<file path="src/rtl/wb_arbiter.sv">
// Writeback-port arbiter: merges the never-stalling pipeline writeback and the mul/div result
// stream onto the single register-file write port, buffering displaced mul/div results in age order.
module wb_arbiter #(
  parameter int unsigned WORD_LEN      = 32,
  parameter int unsigned REG_IDX_WIDTH = 5,
  parameter int unsigned REG_COUNT     = 32,
  parameter int unsigned BUF_DEPTH     = 2
) (
  input  logic                               clk_i,
  input  logic                               reset_i,
  input  logic                               pipe_valid_i,
  input  logic [REG_IDX_WIDTH-1:0]           pipe_addr_i,
  input  logic [WORD_LEN-1:0]                pipe_data_i,
  input  logic                               md_valid_i,
  output logic                               md_ready_o,
  input  logic [REG_IDX_WIDTH-1:0]           md_addr_i,
  input  logic [WORD_LEN-1:0]                md_data_i,
  output logic                               write_enable_o,
  output logic [REG_IDX_WIDTH-1:0]           write_addr_o,
  output logic [WORD_LEN-1:0]                write_data_o,
  output logic [$clog2(BUF_DEPTH+1)-1:0]     pending_count_o,
  output logic [REG_COUNT-1:0]               pending_mask_o
);

  localparam int unsigned CntW = $clog2(BUF_DEPTH + 1);
  localparam int unsigned IdxW = (BUF_DEPTH > 1) ? $clog2(BUF_DEPTH) : 1;

  // Buffer is kept compacted: entries [0, count_q) are valid, index 0 is the oldest.
  logic [REG_IDX_WIDTH-1:0] buf_addr_q [BUF_DEPTH];
  logic [REG_IDX_WIDTH-1:0] buf_addr_d [BUF_DEPTH];
  logic [WORD_LEN-1:0]      buf_data_q [BUF_DEPTH];
  logic [WORD_LEN-1:0]      buf_data_d [BUF_DEPTH];
  logic [CntW-1:0]          count_q, count_d;

  logic                     we_q, we_d;
  logic [REG_IDX_WIDTH-1:0] waddr_q, waddr_d;
  logic [WORD_LEN-1:0]      wdata_q, wdata_d;

  logic        pipe_win, md_acc, md_live, pop, bypass, push;
  int unsigned n;

  always_comb begin
    pipe_win   = pipe_valid_i && (pipe_addr_i != '0);
    md_ready_o = !reset_i && (count_q < CntW'(BUF_DEPTH));
    md_acc     = md_valid_i && md_ready_o;
    // x0 results and results overwritten by a younger pipeline write are consumed silently.
    md_live    = md_acc && (md_addr_i != '0) && !(pipe_win && (md_addr_i == pipe_addr_i));
    pop        = !pipe_win && (count_q != '0);
    bypass     = !pipe_win && (count_q == '0) && md_live;
    push       = md_live && !bypass;

    we_d    = 1'b0;
    waddr_d = waddr_q;
    wdata_d = wdata_q;
    if (pipe_win) begin
      we_d    = 1'b1;
      waddr_d = pipe_addr_i;
      wdata_d = pipe_data_i;
    end else if (pop) begin
      we_d    = 1'b1;
      waddr_d = buf_addr_q[0];
      wdata_d = buf_data_q[0];
    end else if (bypass) begin
      we_d    = 1'b1;
      waddr_d = md_addr_i;
      wdata_d = md_data_i;
    end

    buf_addr_d = buf_addr_q;
    buf_data_d = buf_data_q;
    n          = 0;
    for (int i = 0; i < int'(BUF_DEPTH); i++) begin
      if ((CntW'(i) < count_q) && !(pipe_win && (buf_addr_q[i] == pipe_addr_i)) &&
          !(pop && (i == 0))) begin
        buf_addr_d[IdxW'(n)] = buf_addr_q[i];
        buf_data_d[IdxW'(n)] = buf_data_q[i];
        n                    = n + 1;
      end
    end
    if (push && (n < BUF_DEPTH)) begin
      buf_addr_d[IdxW'(n)] = md_addr_i;
      buf_data_d[IdxW'(n)] = md_data_i;
      n                    = n + 1;
    end
    count_d = CntW'(n);
  end

  always_comb begin
    pending_mask_o = '0;
    for (int i = 0; i < int'(BUF_DEPTH); i++) begin
      if (CntW'(i) < count_q) begin
        pending_mask_o = pending_mask_o | (REG_COUNT'(1) << buf_addr_q[i]);
      end
    end
  end

  always_ff @(posedge clk_i) begin
    if (reset_i) begin
      we_q    <= 1'b0;
      waddr_q <= '0;
      wdata_q <= '0;
      count_q <= '0;
      for (int i = 0; i < int'(BUF_DEPTH); i++) begin
        buf_addr_q[i] <= '0;
        buf_data_q[i] <= '0;
      end
    end else begin
      we_q       <= we_d;
      waddr_q    <= waddr_d;
      wdata_q    <= wdata_d;
      count_q    <= count_d;
      buf_addr_q <= buf_addr_d;
      buf_data_q <= buf_data_d;
    end
  end

  assign write_enable_o  = we_q;
  assign write_addr_o    = waddr_q;
  assign write_data_o    = wdata_q;
  assign pending_count_o = count_q;

endmodule

</file>
<file path="config.mk">
export PLATFORM = sky130hd
export DESIGN_NAME = wb_arbiter
export DESIGN_NICKNAME = d
export VERILOG_FILES = /design/src/rtl/wb_arbiter.sv
export SDC_FILE = /design/constraint.sdc
export NUM_CORES = 1
export LEC_CHECK = 0
export CAP_MARGIN = 10
export CORE_ASPECT_RATIO = 1.4
export CORE_MARGIN = 2
export CORE_UTILIZATION = 30
export DETAILED_ROUTE_END_ITERATION = 7
export SETUP_SLACK_MARGIN = 0.5
export SLEW_MARGIN = 5
export SYNTH_ARGS = -nofsm -noshare
export SYNTH_HDL_FRONTEND = slang
export SYNTH_SLANG_ARGS = --single-unit
</file>
<file path="constraint.sdc">
create_clock -name clk_i -period 3.99 [get_ports clk_i]
set_input_delay 1.197 -clock clk_i [delete_from_list [all_inputs] [get_ports clk_i]]
set_output_delay 1.197 -clock clk_i [all_outputs]
set_load 0.005 [all_outputs]
</file>
==> run_results.csv, run 1 <==
group,metric,value,unit
cells_and_area,most_frequent_standard_cell_in_the_layout_excluding_fill_and_tap_cells,"sky130_fd_sc_hd__nand2_1",
clocking,clock_tree_from_tritoncts,"yes",
floorplanning,core_area,18500,um2
power_and_ir_drop,power.leakage,0.00316,uW
logic_synthesis,syn_nets,772,
critical_path,critPathSlowestCell,"sky130_fd_sc_hd__clkdlybuf4s50_1",
min_path,hp-start,"write_data_o[18]$_SDFFE_PP0P_",
grt,grt_pass1_vias,5326,
routing,num_vias,5357,
grt,grt_overflow_total,0,
cells_and_area,synthToLayoutAreaGrowth,46.1,%
timing,worst_slew_margin_rel,42.4,%
critical_path,cp_num_buf_inv,4,
power_and_ir_drop,peakVddDrop,300,uV
floorplanning,die_width,119,um
critical_path,end_kind,"flip-flop",
logic_synthesis,gate_count_post_synth,692,
routing,drt_pre_antenna_iters,4,
logic_synthesis,synth_edf_count,0,
routing,wirelength,17900,um
critical_path,crit_chain,"clkdlybuf4s50_1, o21ai_4, buf_6, o41ai_2, inv_1, ha_4, nor4bb_4, or2_4, clkbuf_16, o21ai_1",
critical_path,worstSetupPathType,"input pin to flip-flop",
clocking,clock-root-buffer,"sky130_fd_sc_hd__clkbuf_16",
routing,vias_per_cell,4.91,
timing,rsz0062_at_grt,"no",
logic_synthesis,synth_sequential_area_ratio,40.8,%
critical_path,worstPathRequired,4.29,ns
critical_path,rr_worst_depth,8,
critical_path,critical_path.max_fanout,9,
logic_synthesis,syn_avg_cell_area,8.08,um2
clocking,clock_tree.htree_level_count,4,
job,cap_viol_max_count,0,
place,detailedPlacementHpwl,11300,um
timing,finalCritPeriodShare,86.2,%
critical_path,cpPeakStageDelay,0.60,ns
clocking,path_clk_slew,0.06,ns
timing,timing_worst_slew_pin_value,0.864,ns
clocking,number_of_buffers_created_by_cts,17,
routing,routed_length_per_instance,16.5,um
timing,max_slew_violations,0,
floorplanning,placement_rows,59,
routing,drc,0,
logic_synthesis,mapped_area,5590,um2
cells_and_area,layout_common_cells,"154 x sky130_fd_sc_hd__nand2_1, 145 x sky130_fd_sc_hd__clkdlybuf4s50_1, 112 x sky130_fd_sc_hd__dfxtp_1, 74 x sky130_fd_sc_hd__mux2i_1, 46 x sky130_fd_sc_hd__nor2_1",
grt,number_of_antenna_violations_at_the_first_check_in_global_routing,0,
timing,timing.clock.skew,0.00833,ns
outcome,run_status,"finished, final reports clean",
routing,ant_nets,0,
grt,grt_max_degree,79,
cells_and_area,antennaDiodeCount,0,
cells_and_area,final_layout_size_suffix_gt1_share,10.4,%
floorplanning,die_h,166,um
critical_path,crit-reg2reg-launch,"pending_count_o[1]$_SDFF_PP0_",
clocking,max-clock-path-buffers,2,
place,port_buffers,150,
logic_synthesis,synthFlopType,"sky130_fd_sc_hd__dfxtp_1",
critical_path,worstPathArrival,3.74,ns
timing,fmax,291,MHz
critical_path,crit_start,"pipe_valid_i",
power_and_ir_drop,p_per_area,392,nW/um2
logic_synthesis,synth.yosys.warnings,0,
floorplanning,ios,151,
critical_path,worst-path-stages,10,
timing,period_needed,3.44,ns
routing,drtIter0Drc,216,
min_path,min-delay-path-class,"flip-flop to flip-flop",
place,gp_routability_congestion,0.889,
min_path,number_of_cells_on_the_worst_hold_path,2,
clocking,clkLatencyLatePin,0.41,ns
grt,global_route_wire_length_before_repair,27500,um
timing,timing.final.hold_violations,0,
floorplanning,die-area,19800,um2
logic_synthesis,async_set_or_reset_register_ratio_after_synthesis,0,%
floorplanning,initial_core_util,30.3,%
timing,worst_hold_slack,0.448,ns
grt,global_route.usage.total,17.7,%
timing,finalSetupViolations,0,
timing,setup_tns,0,ns
cells_and_area,fin_nets,913,
logic_synthesis,synth_cell_types,40,
logic_synthesis,synth.ff_latch_count,114,
clocking,clkSinkCount,114,
critical_path,critical_path_startpoint_category,"input pin",
critical_path,worst_path_dominant_cell_family,"buffers and inverters",
[power by group]
group	internal (uW)	leakage (uW)	switching [uW]
Sequential	1200	0.000933	36.9
Clock	923	0.000272	579
Combinational	245	0.00195	218
[final timing paths]
path	endpoint	slack (ns)
worst max register to register	buf_data_q[35]$_SDFF_PP0_	1.39
worst min-delay path	write_data_o[18]$_SDFFE_PP0P_	0.45
worst min register to register	write_data_o[18]$_SDFFE_PP0P_	0.45
worst max-delay path	buf_data_q[35]$_SDFF_PP0_	0.55
[per-stage QoR]
step	instances	instance area [um2]	utilization (%)	total power [uW]	setup WS, ns
after global placement	1048	7360	39.9	1700	0.0601
after detailed placement	1048	7360	39.9	1700	0.0178
after CTS	1080	7950	43.1	3210	0.478
after global routing	1090	8180	44.3	3340	0.481
final	1090	8180	44.3	3200	0.550
after floorplan	692	5590	-	1460	0.594
[cell usage after synthesis (all sizes together) (3+ instances only)]
master	count	area share, %
mux2i	74	13
buf	30	3.3
clkbuf	32	2.2
or4	3	0.54
o21ai	38	3.6
xnor2	8	1.3
nand3	44	3.9
nand3b	6	0.81
nand2	154	10
xor2	8	1.3
o211ai	36	4.8
dfxtp	114	41
a21oi	36	3.2
or2	3	0.34
inv	3	0.20
nor2	49	3.4
nor3	3	0.27
o22ai	32	3.6
[layout make-up]
cell class                 count  area (um2)
clock buffer                  17         425
clock inverter                15         160
fill                        1813       10300
inverter                       3        11.3
multi-input combinational    513        3060
sequential                   114        2280
tap                          244         305
timing repair buffer         184        1930
[cells by family after synthesis]
kind of cell,Yosys count,share of synthesized area [%]
AOI/OAI and AO/OA,147,16.1
xor gates and xnor gates,16,2.51
adders and majority gates,2,0.447
buffers and inverters,65,5.66
DFF,114,40.8
muxes,74,13.2
and+or+nand+nor,274,21.3
[tightest hold or removal path, delay by kind of cell, from the launching register on]
| kind | cells | cell delay [ns] |
|---|---|---|
| flops | 1 | 0.30 |
| simple gates | 1 | 0.05 |
| compound gates | 1 | 0.05 |
[repair_timing]
item                       in CTS  in global routing
buffers inserted                0                  4
pin swaps                       0                  5
setup endpoints to repair      54                 79
gates resized for setup         4                 18
cloned                          0                  6
hold buffers                    0                  0
[registers in the layout, indices dropped and copies added, names as in the netlist]
name / count
buf_addr_q: 10
write_enable_o: 1
pending_count_o: 2
write_data_o: 32
buf_data_q: 64
write_addr_o: 5
[layer usage]
layer	routed length, um	vias to the layer above	GRT usage, %
met2	9170	130	30.8
met1	7800	2526	21.2
li1	-	2693	-
met4	159	0	5.78
met5	0	-	0
met3	798	8	4.60
No activity file was read; power rests on OpenSTA's default activity.
==> run 2, diff against run 1 <==
--- a/config.mk
+++ b/config.mk
@@ -10,6 +10,7 @@
 export CORE_MARGIN = 2
 export CORE_UTILIZATION = 30
 export DETAILED_ROUTE_END_ITERATION = 7
+export RECOVER_POWER = 100
 export SETUP_SLACK_MARGIN = 0.5
 export SLEW_MARGIN = 5
 export SYNTH_ARGS = -nofsm -noshare
==> run 2 against run 1 <==
Effect of this change: highest routed layer unchanged; worst hold slack got worse by 0.0022 ns; sequential power about the same; cell count unchanged; flip-flop and latch count is the same; largest cell class unchanged; worst setup slack got worse by 0.20 ns; via count grew 0.30%; largest power group unchanged; critical path type unchanged; global-route usage stayed put; register-to-register slack worse by 0.15 ns.
==> run_results.csv, run 2 (synthesis results as in run 1) <==
group,metric,value,unit
grt,grt_max_degree,79,
critical_path,cpPeakStageDelay,0.55,ns
cells_and_area,fin_nets,913,
timing,rsz0062_at_grt,"no",
clocking,number_of_buffers_created_by_cts,17,
cells_and_area,top_register,"buf_data_q",
critical_path,worstSetupPathType,"input pin to flip-flop",
cells_and_area,utilization,44.1,%
grt,number_of_antenna_violations_at_the_first_check_in_global_routing,0,
timing,fmax,275,MHz
grt,global_route_wire_length_before_repair,27500,um
timing,finalCritPeriodShare,91.2,%
grt,global_route.usage.total,17.7,%
critical_path,worst_path_dominant_cell_family,"simple AND/OR/NAND/NOR gates",
clocking,clkLatencyLatePin,0.41,ns
clocking,clock_tree.htree_level_count,4,
critical_path,critical_path_startpoint_category,"input pin",
critical_path,endpoint,"buf_data_q[48]$_SDFF_PP0_",
critical_path,worstPathArrival,3.94,ns
job,cap_viol_max_count,0,
routing,drtIter0Drc,224,
timing,timing.clock.skew,0.00733,ns
clocking,clkSinkCount,114,
power_and_ir_drop,peakVddDrop,300,uV
routing,ant_nets,0,
clocking,max-clock-path-buffers,2,
critical_path,end_kind,"flip-flop",
routing,drt_pre_antenna_iters,4,
floorplanning,placement_rows,59,
outcome,run_status,"finished, final reports clean",
floorplanning,core_area,18500,um2
routing,drc,0,
critical_path,crit_start,"pipe_addr_i[3]",
grt,grt_overflow_total,0,
timing,worst_slew_margin_rel,42.3,%
critical_path,worstPathRequired,4.29,ns
min_path,min-delay-path-class,"flip-flop to flip-flop",
place,port_buffers,150,
routing,num_vias,5373,
routing,wirelength,17900,um
critical_path,critPathSlowestCell,"sky130_fd_sc_hd__dlygate4sd3_1",
place,gp_routability_congestion,0.889,
cells_and_area,largest_reg_flops,64,
cells_and_area,most_frequent_standard_cell_in_the_layout_excluding_fill_and_tap_cells,"sky130_fd_sc_hd__nand2_1",
cells_and_area,final_layout_size_suffix_gt1_share,9.57,%
power_and_ir_drop,p_per_area,391,nW/um2
routing,routed_length_per_instance,16.4,um
critical_path,crit-reg2reg-launch,"pending_count_o[1]$_SDFF_PP0_",
clocking,path_clk_slew,0.06,ns
critical_path,regToRegSetupSlack,1.24,ns
floorplanning,die_h,166,um
timing,period_needed,3.64,ns
critical_path,worst-path-stages,11,
critical_path,rr_endpoint,"buf_data_q[48]$_SDFF_PP0_",
floorplanning,ios,151,
cells_and_area,antennaDiodeCount,0,
timing,timing.final.hold_violations,0,
floorplanning,initial_core_util,30.3,%
clocking,clock_tree_from_tritoncts,"yes",
cells_and_area,synthToLayoutAreaGrowth,45.3,%
cells_and_area,layout_common_cells,"154 x sky130_fd_sc_hd__nand2_1, 113 x sky130_fd_sc_hd__dfxtp_1, 74 x sky130_fd_sc_hd__mux2i_1, 73 x sky130_fd_sc_hd__clkdlybuf4s50_1, 72 x sky130_fd_sc_hd__dlygate4sd3_1",
routing,vias_per_cell,4.93,
grt,grt_pass1_vias,5326,
critical_path,rr_worst_depth,8,
cells_and_area,n_fill_cell,1827,
floorplanning,die_width,119,um
power_and_ir_drop,power.leakage,0.00334,uW
clocking,clock-root-buffer,"sky130_fd_sc_hd__clkbuf_16",
timing,setup_tns,0,ns
timing,max_slew_violations,0,
timing,finalSetupViolations,0,
critical_path,critical_path.max_fanout,9,
critical_path,crit_chain,"dlygate4sd3_1, or4_1, o21ai_4, clkbuf_1, o41ai_1, inv_1, ha_4, nor4bb_4, or2_4, clkbuf_16, o21ai_0",
floorplanning,die-area,19800,um2
place,detailedPlacementHpwl,11300,um
critical_path,cp_num_buf_inv,4,
timing,timing_worst_slew_pin_value,0.866,ns
[run 2: changes by cell type in the layout (fill, tap and decap cells not counted), sizes merged]
cell,previous run,this run
buf,30,26
clkbuf,22,26
clkdlybuf4s50,145,73
dlygate4sd3,0,72
[run 2: worst min-delay path, cell delays in order (launching register included)]
cell	delay (ns)
sky130_fd_sc_hd__dfxtp_1	0.30
sky130_fd_sc_hd__nand2_1	0.05
sky130_fd_sc_hd__a21oi_1	0.05
[run 2: worst min path at each step]
stage | startpoint | endpoint | slack (ns) | depth (start not counted)
CTS | write_data_o[13]$_SDFFE_PP0P_ | write_data_o[13]$_SDFFE_PP0P_ | 0.45 | 2
finish | write_data_o[13]$_SDFFE_PP0P_ | write_data_o[13]$_SDFFE_PP0P_ | 0.45 | 2
global placement | write_addr_o[3]$_SDFFE_PP0P_ | write_addr_o[3]$_SDFFE_PP0P_ | 0.44 | 2
global route | write_data_o[13]$_SDFFE_PP0P_ | write_data_o[13]$_SDFFE_PP0P_ | 0.46 | 2
detailed placement | write_data_o[18]$_SDFFE_PP0P_ | write_data_o[18]$_SDFFE_PP0P_ | 0.44 | 2
floorplan | write_addr_o[2]$_SDFFE_PP0P_ | write_addr_o[2]$_SDFFE_PP0P_ | 0.45 | 2
[run 2: layer usage]
| layer | GRT usage (%) | share of wire (%) | up-vias |
|---|---|---|---|
| li1 | - | - | 2693 |
| met1 | 21.2 | 43 | 2540 |
| met2 | 30.8 | 51 | 129 |
| met3 | 4.60 | 4.7 | 11 |
| met4 | 5.78 | 1.1 | 0 |
| met5 | 0 | 0 | - |
[run 2: area by class of cell]
cell class | count | area (um2) | share of cell area [%]
Clock buffer | 17 | 425 | 5.23
Clock inverter | 15 | 160 | 1.97
Inverter | 3 | 11.3 | 0.139
Multi-Input combinational cell | 513 | 3040 | 37.4
Sequential cell | 114 | 2280 | 28.1
Tap cell | 244 | 305 | 3.76
Timing Repair Buffer | 184 | 1900 | 23.4
[run 2: where the power goes]
group / switching [uW] / internal, uW
Clock: 580 / 923
Sequential: 35.1 / 1200
Combinational: 216 / 225
[run 2: stage by stage]
| step | hold WS (ns) | std cells | setup WS (ns) | cell area, um2 | total power [uW] |
|---|---|---|---|---|---|
| 3_3_place_gp | 0.439 | 1048 | 0.0601 | 7360 | 1700 |
| 5_1_grt | 0.463 | 1090 | 0.254 | 8130 | 3320 |
| 6_report | 0.446 | 1090 | 0.351 | 8130 | 3180 |
| 3_5_place_dp | 0.445 | 1048 | 0.0178 | 7360 | 1700 |
| 4_1_cts | 0.451 | 1080 | 0.478 | 7950 | 3210 |
| 2_1_floorplan | 0.448 | 692 | 0.594 | 5590 | 1460 |
[run 2: repair_timing]
action	in CTS	in global routing
buffers inserted	0	4
hold buffers	0	0
setup endpoints to repair	54	79
pin swaps	0	5
resized for setup	4	18
gates cloned	0	6
==> run 3, diff against run 2 <==
--- a/config.mk
+++ b/config.mk
@@ -5,9 +5,9 @@
 export SDC_FILE = /design/constraint.sdc
 export NUM_CORES = 1
 export LEC_CHECK = 0
+export ABC_CLOCK_PERIOD_IN_PS = 3990
 export CAP_MARGIN = 10
 export CORE_ASPECT_RATIO = 1.4
-export CORE_MARGIN = 2
 export CORE_UTILIZATION = 30
 export DETAILED_ROUTE_END_ITERATION = 7
 export RECOVER_POWER = 100
==> run 3 against run 2 <==
Effect of this change: non-clock buffer count down 3; count of clock-buffer cells in the layout increased by 1; die area fell by 2.9%; first-iteration DRC count increased by 18%; global-route usage grew 1.0 points; maximum frequency fell by 0.76%; critical path type unchanged; register-to-register slack about the same; worst hold slack worse by 0.0014 ns; sequential share of layout area is 0.19 points higher; cell area fell by 0.74%; routed wire length decreased by 2.4%.
==> run_results.csv, run 3 (synthesis results as in run 1) <==
group,metric,value,unit
clocking,clock_tree_from_tritoncts,"yes",
routing,drc,0,
clocking,number_of_buffers_created_by_cts,17,
routing,drt_pre_antenna_iters,4,
critical_path,worstSetupPathType,"input pin to flip-flop",
cells_and_area,antennaDiodeCount,0,
timing,max_slew_violations,0,
routing,num_vias,5377,
timing,finalCritPeriodShare,91.9,%
timing,worst_slew_margin_rel,41.6,%
power_and_ir_drop,clock_power_share,47.9,%
critical_path,cp_num_buf_inv,2,
timing,timing.clock.skew,0.00789,ns
critical_path,critical_path.max_fanout,10,
power_and_ir_drop,internal_power,2400,uW
clocking,clkLatencyLatePin,0.41,ns
critical_path,cpPeakStageDelay,0.57,ns
grt,grt_util_met2,33.8,%
grt,number_of_antenna_violations_at_the_first_check_in_global_routing,0,
power_and_ir_drop,peakVddDrop,298,uV
clocking,clkSinkCount,114,
critical_path,end_kind,"flip-flop",
timing,rsz0062_at_grt,"yes",
place,port_buffers,150,
timing,worst_hold_slack,0.444,ns
grt,gr-usage-met3,4.40,%
floorplanning,core_area,18100,um2
place,detailedPlacementHpwl,11400,um
cells_and_area,largest_reg_flops,64,
clocking,clock_tree.htree_level_count,4,
power_and_ir_drop,share_comb_of_total_power,13.5,%
power_and_ir_drop,power.total,3200,uW
cells_and_area,top_register,"buf_data_q",
power_and_ir_drop,p_per_area,396,nW/um2
cells_and_area,fin_nets,910,
floorplanning,die_width,117,um
grt,global_route.usage.met1,21.6,%
place,gp_routability_congestion,0.845,
cells_and_area,layout_common_cells,"154 x sky130_fd_sc_hd__nand2_1, 114 x sky130_fd_sc_hd__dfxtp_1, 75 x sky130_fd_sc_hd__clkdlybuf4s50_1, 74 x sky130_fd_sc_hd__mux2i_1, 73 x sky130_fd_sc_hd__dlygate4sd3_1",
grt,grt_max_degree,79,
clocking,path_clk_slew,0.05,ns
power_and_ir_drop,power.switching,799,uW
clocking,cts_hold_buf,0,
cells_and_area,most_frequent_standard_cell_in_the_layout_excluding_fill_and_tap_cells,"sky130_fd_sc_hd__nand2_1",
outcome,run_status,"finished, final reports clean",
critical_path,critical_path_startpoint_category,"input pin",
timing,timing_worst_slew_pin_value,0.876,ns
critical_path,critPathSlowestCell,"sky130_fd_sc_hd__or4_1",
routing,wirelength,17400,um
critical_path,worstPathArrival,3.95,ns
power_and_ir_drop,seq_pwr_share,38.7,%
floorplanning,placement_rows,58,
clocking,clock-root-buffer,"sky130_fd_sc_hd__clkbuf_16",
timing,timing.final.hold_violations,0,
grt,grt_most_used_layer,"met2",
cells_and_area,n_fill_cell,1825,
job,cap_viol_max_count,0,
grt,global_route_wire_length_before_repair,28500,um
power_and_ir_drop,power.leakage,0.00329,uW
floorplanning,initial_core_util,30.8,%
cells_and_area,synthToLayoutAreaGrowth,44.3,%
routing,vias_per_cell,4.96,
timing,period_needed,3.67,ns
routing,routed_length_per_instance,16.1,um
min_path,min-delay-path-class,"flip-flop to flip-flop",
critical_path,worst_path_dominant_cell_family,"simple AND/OR/NAND/NOR gates",
grt,global_route.usage.total,18.7,%
cells_and_area,final_layout_size_suffix_gt1_share,9.02,%
grt,grt_pass1_vias,5513,
timing,finalSetupViolations,0,
grt,grt_overflow_total,0,
critical_path,crit_chain,"dlygate4sd3_1, or4_1, o21ai_4, a31oi_1, and2_4, ha_4, nor4bb_4, or2_4, clkbuf_2, o21ai_0",
floorplanning,ios,151,
timing,setup_tns,0,ns
power_and_ir_drop,switching_power_as_a_share_of_total_power,25.0,%
critical_path,worstPathRequired,4.27,ns
routing,drtIter0Drc,265,
floorplanning,die-area,19200,um2
timing,fmax,273,MHz
floorplanning,die_h,164,um
clocking,max-clock-path-buffers,2,
routing,ant_nets,0,
run 3: changes by cell type in the layout (fill, tap and decap cells not counted), moves of 2 or more:
| cell | before | now |
|---|---|---|
| sky130_fd_sc_hd__buf_12 | 4 | 7 |
| sky130_fd_sc_hd__clkinv_2 | 2 | 4 |
| sky130_fd_sc_hd__o21ai_1 | 21 | 7 |
| sky130_fd_sc_hd__o21ai_0 | 16 | 30 |
| sky130_fd_sc_hd__clkdlybuf4s50_1 | 73 | 75 |
| sky130_fd_sc_hd__clkinv_4 | 3 | 0 |
| sky130_fd_sc_hd__clkbuf_16 | 22 | 17 |
| sky130_fd_sc_hd__inv_6 | 3 | 1 |
| sky130_fd_sc_hd__buf_4 | 18 | 20 |
| sky130_fd_sc_hd__dlymetal6s2s_1 | 4 | 1 |
run 3: final cells by class:
class                   instances  area (um2)  share of cell area, %
clock buffers                  18         429                   5.32
inverters                       3        11.3                  0.140
repair buffers                181        1840                   22.8
clock inverters                14         164                   2.03
multi-input cells             513        3040                   37.7
flip-flops and latches        114        2280                   28.3
well taps                     240         300                   3.72
run 3: metrics by stage:
stage / worst slack (ns) / utilization (%) / instance area (um2) / cells
after floorplan: 0.594 / - / 5590 / 692
after global placement: -0.0222 / 40.5 / 7350 / 1044
after detailed placement: -0.0419 / 40.5 / 7350 / 1044
after CTS: 0.511 / 44.4 / 8060 / 1081
after global routing: 0.242 / 44.5 / 8070 / 1083
final: 0.323 / 44.5 / 8070 / 1083
run 3: routing by layer:
| metal | wire length (um) | vias up | share of wire [%] |
|---|---|---|---|
| met2 | 8830 | 120 | 51 |
| met4 | 190 | 0 | 1.1 |
| met5 | 0 | - | 0 |
| li1 | - | 2690 | - |
| met3 | 749 | 15 | 4.3 |
| met1 | 7660 | 2552 | 44 |
run 3: power groups by stage:
stage	clock network, uW	registers, uW	logic (uW)
finish	1530	1240	431
detailed placement	0	1260	436
floorplan	0	1250	206
global placement	0	1260	433
CTS	1560	1240	450
global route	1620	1240	476
run 3: repair_timing:
action,4_1_cts,5_1_grt
endpoints found under the setup margin,82,77
resized for setup,11,5
gates cloned,1,0
buffers inserted,4,2
pin swaps,2,3
run 3: worst paths after layout:
path	from	to	slack [ns]	depth (start not counted)
worst max-delay path	pipe_addr_i[4]	buf_addr_q[5]$_SDFF_PP0_	0.32	10
worst min-delay path	write_data_o[17]$_SDFFE_PP0P_	write_data_o[17]$_SDFFE_PP0P_	0.44	2
worst max register to register	pending_count_o[1]$_SDFF_PP0_	buf_addr_q[5]$_SDFF_PP0_	1.23	8
worst min register to register	write_data_o[17]$_SDFFE_PP0P_	write_data_o[17]$_SDFFE_PP0P_	0.44	2
run 3: worst reg2reg max path: stages (launching register included):
cell	delay, ns
sky130_fd_sc_hd__dfxtp_1	0.61
sky130_fd_sc_hd__or2_2	0.27
sky130_fd_sc_hd__buf_4	0.43
sky130_fd_sc_hd__and2_4	0.26
sky130_fd_sc_hd__ha_4	0.21
sky130_fd_sc_hd__nor4bb_4	0.28
sky130_fd_sc_hd__or2_4	0.18
sky130_fd_sc_hd__clkbuf_2	0.25
sky130_fd_sc_hd__o21ai_0	0.14
